### src/rtl/sort_frame_tx_pkg.sv
// Shared definitions for the sorter frame transmitter: widths, frame length
// and the FSM state encoding.
package sort_frame_tx_pkg;

  localparam int SORT_W      = 8;
  localparam int FRAME_BEATS = 5;
  localparam int IDX_W       = 3;

  // Index of the checksum trailer, the last beat of a frame.
  localparam logic [IDX_W-1:0] LAST_IDX = IDX_W'(FRAME_BEATS - 1);

  typedef enum logic {
    ST_IDLE = 1'b0,
    ST_SEND = 1'b1
  } state_e;

endpackage

### src/rtl/sort_frame_tx_if.sv
// Valid/ready byte stream carrying one sorter frame: four data beats followed
// by an XOR trailer flagged with dout_last.
interface sort_frame_tx_if
  import sort_frame_tx_pkg::*;
#(
  parameter int W = SORT_W
) ();

  logic [W-1:0] dout;
  logic         dout_valid;
  logic         dout_ready;
  logic         dout_last;

  modport master (
    output dout,
    output dout_valid,
    output dout_last,
    input  dout_ready
  );

  modport slave (
    input  dout,
    input  dout_valid,
    input  dout_last,
    output dout_ready
  );

endinterface

### src/rtl/sort_frame_tx_minmax4.sv
// Combinational minimum and maximum of four unsigned values, used to derive
// the spread of a captured sorter snapshot.
module sort_minmax4
  import sort_frame_tx_pkg::*;
#(
  parameter int W = SORT_W
) (
  input  logic [W-1:0] a,
  input  logic [W-1:0] b,
  input  logic [W-1:0] c,
  input  logic [W-1:0] d,
  output logic [W-1:0] minV,
  output logic [W-1:0] maxV
);

  logic [W-1:0] minAb;
  logic [W-1:0] maxAb;
  logic [W-1:0] minCd;
  logic [W-1:0] maxCd;

  // Two-level compare tree: pairwise first, then the pair winners.
  always_comb begin
    minAb = (a < b) ? a : b;
    maxAb = (a < b) ? b : a;
    minCd = (c < d) ? c : d;
    maxCd = (c < d) ? d : c;
    minV  = (minAb < minCd) ? minAb : minCd;
    maxV  = (maxAb < maxCd) ? maxCd : maxAb;
  end

endmodule

### src/rtl/sort_frame_tx.sv
// Snapshot serialiser for the four-register sorter. A snap in IDLE captures
// ra..rd, their XOR checksum and their spread, then streams the frame as
// five valid/ready beats. All interface outputs come straight from flops.
module sort_frame_tx
  import sort_frame_tx_pkg::*;
#(
  parameter int W = SORT_W
) (
  input  logic            clk,
  input  logic            reset,
  input  logic [W-1:0]    ra,
  input  logic [W-1:0]    rb,
  input  logic [W-1:0]    rc,
  input  logic [W-1:0]    rd,
  input  logic            snap,
  sort_frame_tx_if.master tx,
  output logic            busy,
  output logic [W-1:0]    frame_range,
  output logic            overrun
);

  state_e           state_q;
  logic [IDX_W-1:0] idx_q;
  logic [IDX_W-1:0] idx_d;
  logic [W-1:0]     beatBuf_q [0:3];
  logic [W-1:0]     chk_q;
  logic [W-1:0]     chk_d;
  logic [W-1:0]     range_q;
  logic [W-1:0]     range_d;
  logic [W-1:0]     dout_q;
  logic [W-1:0]     beat_d;
  logic             valid_q;
  logic             last_q;
  logic             overrun_q;
  logic [W-1:0]     minV;
  logic [W-1:0]     maxV;

  sort_minmax4 #(.W(W)) u_minmax (
    .a    (ra),
    .b    (rb),
    .c    (rc),
    .d    (rd),
    .minV (minV),
    .maxV (maxV)
  );

  // Next beat index and the value that beat will present, plus capture values.
  always_comb begin
    idx_d   = idx_q + IDX_W'(1);
    beat_d  = (idx_d == LAST_IDX) ? chk_q : beatBuf_q[idx_d[1:0]];
    chk_d   = ra ^ rb ^ rc ^ rd;
    range_d = maxV - minV;
  end

  // Frame FSM: capture on snap, advance one beat per accepted transfer.
  always_ff @(posedge clk or negedge reset) begin
    if (!reset) begin
      state_q      <= ST_IDLE;
      idx_q        <= '0;
      beatBuf_q[0] <= '0;
      beatBuf_q[1] <= '0;
      beatBuf_q[2] <= '0;
      beatBuf_q[3] <= '0;
      chk_q        <= '0;
      range_q      <= '0;
      dout_q       <= '0;
      valid_q      <= 1'b0;
      last_q       <= 1'b0;
      overrun_q    <= 1'b0;
    end else begin
      case (state_q)
        ST_IDLE: begin
          if (snap) begin
            beatBuf_q[0] <= ra;
            beatBuf_q[1] <= rb;
            beatBuf_q[2] <= rc;
            beatBuf_q[3] <= rd;
            chk_q        <= chk_d;
            range_q      <= range_d;
            idx_q        <= '0;
            dout_q       <= ra;
            valid_q      <= 1'b1;
            last_q       <= 1'b0;
            state_q      <= ST_SEND;
          end
        end
        ST_SEND: begin
          if (snap) begin
            overrun_q <= 1'b1;
          end
          if (idx_q > LAST_IDX) begin
            state_q <= ST_IDLE;
            idx_q   <= '0;
            dout_q  <= '0;
            valid_q <= 1'b0;
            last_q  <= 1'b0;
          end else if (tx.dout_ready) begin
            if (idx_q == LAST_IDX) begin
              state_q <= ST_IDLE;
              idx_q   <= '0;
              dout_q  <= '0;
              valid_q <= 1'b0;
              last_q  <= 1'b0;
            end else begin
              idx_q  <= idx_d;
              dout_q <= beat_d;
              last_q <= (idx_d == LAST_IDX);
            end
          end
        end
        default: begin
          state_q <= ST_IDLE;
        end
      endcase
    end
  end

  assign tx.dout       = dout_q;
  assign tx.dout_valid = valid_q;
  assign tx.dout_last  = last_q;
  assign busy          = (state_q == ST_SEND);
  assign frame_range   = range_q;
  assign overrun       = overrun_q;

endmodule

### src/flat_wrapper.sv
// flat-port wrapper written by rule: the top's interface ports become plain ports
module sort_frame_tx_flat import sort_frame_tx_pkg::*;
#(
  parameter int W = SORT_W
)
  (clk, reset, ra, rb, rc, rd, snap, busy, frame_range, overrun, tx_dout, tx_dout_valid, tx_dout_last, tx_dout_ready);
  sort_frame_tx_if #(.W(W)) tx_i ();
  input  logic clk;
  input  logic reset;
  input  logic [W-1:0] ra;
  input  logic [W-1:0] rb;
  input  logic [W-1:0] rc;
  input  logic [W-1:0] rd;
  input  logic snap;
  output logic busy;
  output logic [W-1:0] frame_range;
  output logic overrun;
  output wire logic [$bits(tx_i.dout)-1:0] tx_dout;
  output wire logic [$bits(tx_i.dout_valid)-1:0] tx_dout_valid;
  output wire logic [$bits(tx_i.dout_last)-1:0] tx_dout_last;
  input wire logic [$bits(tx_i.dout_ready)-1:0] tx_dout_ready;
  assign tx_dout = tx_i.dout;
  assign tx_dout_valid = tx_i.dout_valid;
  assign tx_dout_last = tx_i.dout_last;
  assign tx_i.dout_ready = tx_dout_ready;
  sort_frame_tx #(.W(W)) u_core (.clk(clk), .reset(reset), .ra(ra), .rb(rb), .rc(rc), .rd(rd), .snap(snap), .tx(tx_i), .busy(busy), .frame_range(frame_range), .overrun(overrun));
endmodule
### config.mk
export PLATFORM = sky130hd
export DESIGN_NAME = sort_frame_tx_flat
export DESIGN_NICKNAME = d
export VERILOG_FILES = /design/src/rtl/sort_frame_tx_pkg.sv /design/src/rtl/sort_frame_tx_if.sv /design/src/rtl/sort_frame_tx_minmax4.sv /design/src/rtl/sort_frame_tx.sv /design/src/flat_wrapper.sv
export SDC_FILE = /design/constraint.sdc
export NUM_CORES = 1
export LEC_CHECK = 0
export ABC_CLOCK_PERIOD_IN_PS = 3300
export CORE_UTILIZATION = 50
export CTS_CLUSTER_DIAMETER = 200
export CTS_CLUSTER_SIZE = 25
export DETAILED_ROUTE_END_ITERATION = 16
export PLACE_DENSITY_LB_ADDON = 0.12
export SYNTH_ARGS = -nofsm -noshare
export SYNTH_HDL_FRONTEND = slang
export SYNTH_SLANG_ARGS = --single-unit
### constraint.sdc
create_clock -name clk -period 3.3 [get_ports clk]
set_input_delay 0.99 -clock clk [delete_from_list [all_inputs] [get_ports clk]]
set_output_delay 0.99 -clock clk [all_outputs]
set_load 0.02 [all_outputs]
==> flow_summary.toml <==
[hold_path]
hold_class = "reg2reg"

[synthesis]
yosysWarningCount = 0
synth-seq-cells = 62
synth_ff_type = "dfrtp_1"
post-synth-top-count-cell = "nand2_1"
synthCells = 501
edff_count_synth = 0
post_synth.cell_area_avg_um2 = 8.84
synthTopCellsByCount = "100 x nand2_1, 62 x dfrtp_1, 54 x o21ai_0"
seq_area_frac_synth = 0.350
post-synth-top-area-cell = "dfrtp_1"
synth_area_um2 = 4430
mappedNetlistNets = 578
synth_async_sr_flop_share = 1.00
netlist_top_cells_area = "dfrtp_1 35%, ha_1 11%, nand2_1 8.5%"
synthDistinctLibCells = 47
synthDominantCellAreaShare = 0.350

[global_routing]
grt_first_pass_wirelength_um = 23900
groute.usage.overall = 0.351
grt_antenna_before_repair = 0
number_of_global_route_vias_before_repair = 4734
grt_max_degree = 35
overflow = 0

[power_and_ir_drop]
leak_pwr_nw = 3.23
power_w = 0.00507
cellPowerDensity_nw_per_um2 = 724
vdd.ir_drop.worst_uv = 468

[die]
die_area_um2 = 9240
placementRows = 33
top_level_ports = 56
floorplan.initialDensity = 0.528
floorplan.core_area_um2 = 8380
die_w_um = 96.1
chipHeight_um = 96.1

[clocking]
h_tree_depth = 3
clock_tree_from_tritoncts = "yes"
clock_tree.buffer_depth = 2
sinks_on_clock_net = 62
cts.reportedPaths.clkPinSlew_ps = 70
clk_latency_ps = 360
cts-root-buf = "clkbuf_8"
tritoncts.num_buffers = 9
cts.hold.buffers_added = 0

[layout]
final_design_area_no_fill_um2 = 7010
finalNonFillerCells = 795
num-nets-final = 762
post_route_cells_drive_above_1_share = 0.425
n_diodes = 0
syn2layout_area_growth_pct = 58.3

[placement]
place.port_buffers = 55
place_hpwl_um = 10100
post-place-cells = 752
preCtsSetupSlack_ps = -2780
placed_cell_areas_um2 = 5960
gp_congestion = 0.921

[detailed_routing]
post_route_drc = 0
post_drt_wl_per_cell_um = 22.5
ant_nets = 0
route.vias.total = 4979
initialDrtViolationCount = 517
average_via_count_per_standard_cell = 6.26
drt_first_pass_iters = 7
postRouteWirelength_um = 17900

[timing]
fmaxAchievable_ghz = 0.191
hold_violations = 0
fin_ws_ps = -1930
final_min_period_over_clock_period = 1.59
minimum_hold_slack_ps = 459
period_minus_slack_ps = 5230
worstMarginPinSlew_ps = 767
unrepaired_setup_endpoints_after_global_routing = "yes"
finalSetupViolCount = 8
slew_headroom = 0.489
timing.final.max_slew_violations = 0
finalClockSkew_ps = 7.80

[setup_path]
crit_path_cell_trace = "clkdlybuf4s15_2, ha_4, nand4_1, o311a_4, buf_12, buf_6, mux2i_4, ha_4, nand3_4, a211oi_4, nand2b_4, buf_4, mux2i_2, ha_4, o2111ai_2, nand4b_1, a21o_1, a21o_1, and4_4, o211a_1, o31ai_2"
critPathKind = "in2reg"
critical_path.slowest_cell = "o311a_4"
timing.critical_path.fanout_max = 8
crit_path_frequent_cell = "ha_4"
worst_setup_path_start_kind = "primary input"
end_kind = "flop"
critical_path.max_stage_delay_ps = 530
worst-endpoint-arrival_ps = 5500
worst-endpoint-required_ps = 3570

[outcome]
run_status = "finished with violations"
violations_in_the_final_reports = "setup timing"

[job]
timing.max_cap.violations = 0
[cells by family after synthesis]
logic type	synth area share
DFF	0.350
xor gates and xnor gates	0.0415
AOI/OAI and AO/OA	0.182
muxes	0.115
and+or+nand+nor	0.145
adders and majority gates	0.118
buffers and inverters	0.0486
[what timing repair did]
action,CTS,global route
gates cloned,1,0
resized for setup,153,64
setup buffers,18,10
pin swaps,44,33
setup endpoints to repair,8,8
[flip-flops by register name (all words and copies together), names as in the netlist]
register              count
u_core.idx_q              2
u_core.overrun            1
u_core.chk_q              8
u_core.tx.dout_valid      1
u_core.tx.dout_last       1
u_core.busy               1
u_core.frame_range        8
u_core.beatBuf_q         32
u_core.tx.dout            8
[critical path, delay by kind of cell]
family | cells | cell delay, ps
and+or+nand+nor | 5 | 850
buffers and inverters | 4 | 700
muxes | 2 | 540
adders and majority gates | 3 | 830
AOI/OAI and AO/OA | 7 | 1590
[final cells by class]
cell class                      instances  area [µm²]
Clock inverter                          6        86.3
Multi-Input combinational cell        384        3390
Tap cell                              105         131
Inverter                               30         120
Fill cell                             430        1370
Timing Repair Buffer                  198        1610
Clock buffer                           10         128
Sequential cell                        62        1550
[final timing paths]
kind / from / endpoint / slack (ps) / depth (start not counted)
min reg2reg: u_core.overrun / u_core.overrun / 460 / 1
max reg2reg: u_core.idx_q[0] / u_core.tx.dout[5] / 1110 / 7
min in group asynchronous: reset / u_core.tx.dout_valid / 700 / 1
max in group asynchronous: reset / u_core.beatBuf_q[8] / 1860 / 2
max: rc[7] / u_core.frame_range[7] / -1930 / 21
min: u_core.overrun / u_core.overrun / 460 / 1
[metrics by stage]
step,TNS [ps],util
after detailed placement,-18100,0.711
after global placement,-17170,0.711
after floorplan,-10590,-
after CTS,-9460,0.801
after global routing,-12780,0.837
final,-12000,0.837
[power breakdown]
part / total (W) / internal [W] / switching, W
sequential: 0.00135 / 0.00112 / 0.000230
clock: 0.000746 / 0.000424 / 0.000322
combinational: 0.00298 / 0.00147 / 0.00151
[metal layers]
metal	track usage	wire length [µm]
met4	0.164	1190
met1	0.435	6920
met3	0.0608	1370
met2	0.593	8420
met5	0	0
[placed cells by master, fill, tap and decap left out, drive strengths merged, types with 4 or more instances in the layout]
cell / netlist / layout
clkdlybuf4s50: 0 / 22
buf: 7 / 153
nor2: 24 / 24
clkbuf: 18 / 15
o22ai: 7 / 7
nor2b: 6 / 6
a21oi: 19 / 19
xnor2: 15 / 15
xor2: 6 / 6
o21a: 11 / 11
mux2: 4 / 4
dlygate4sd2: 0 / 12
nand2: 100 / 100
nand3: 7 / 7
mux4: 8 / 8
o211ai: 4 / 4
a21o: 8 / 8
dfrtp: 62 / 62
mux2i: 28 / 28
clkdlybuf4s15: 0 / 6
ha: 40 / 40
o21ai: 55 / 55
inv: 30 / 30
o31ai: 7 / 7
nand2b: 5 / 5
Note: power is estimated with default switching activity, not from simulation.
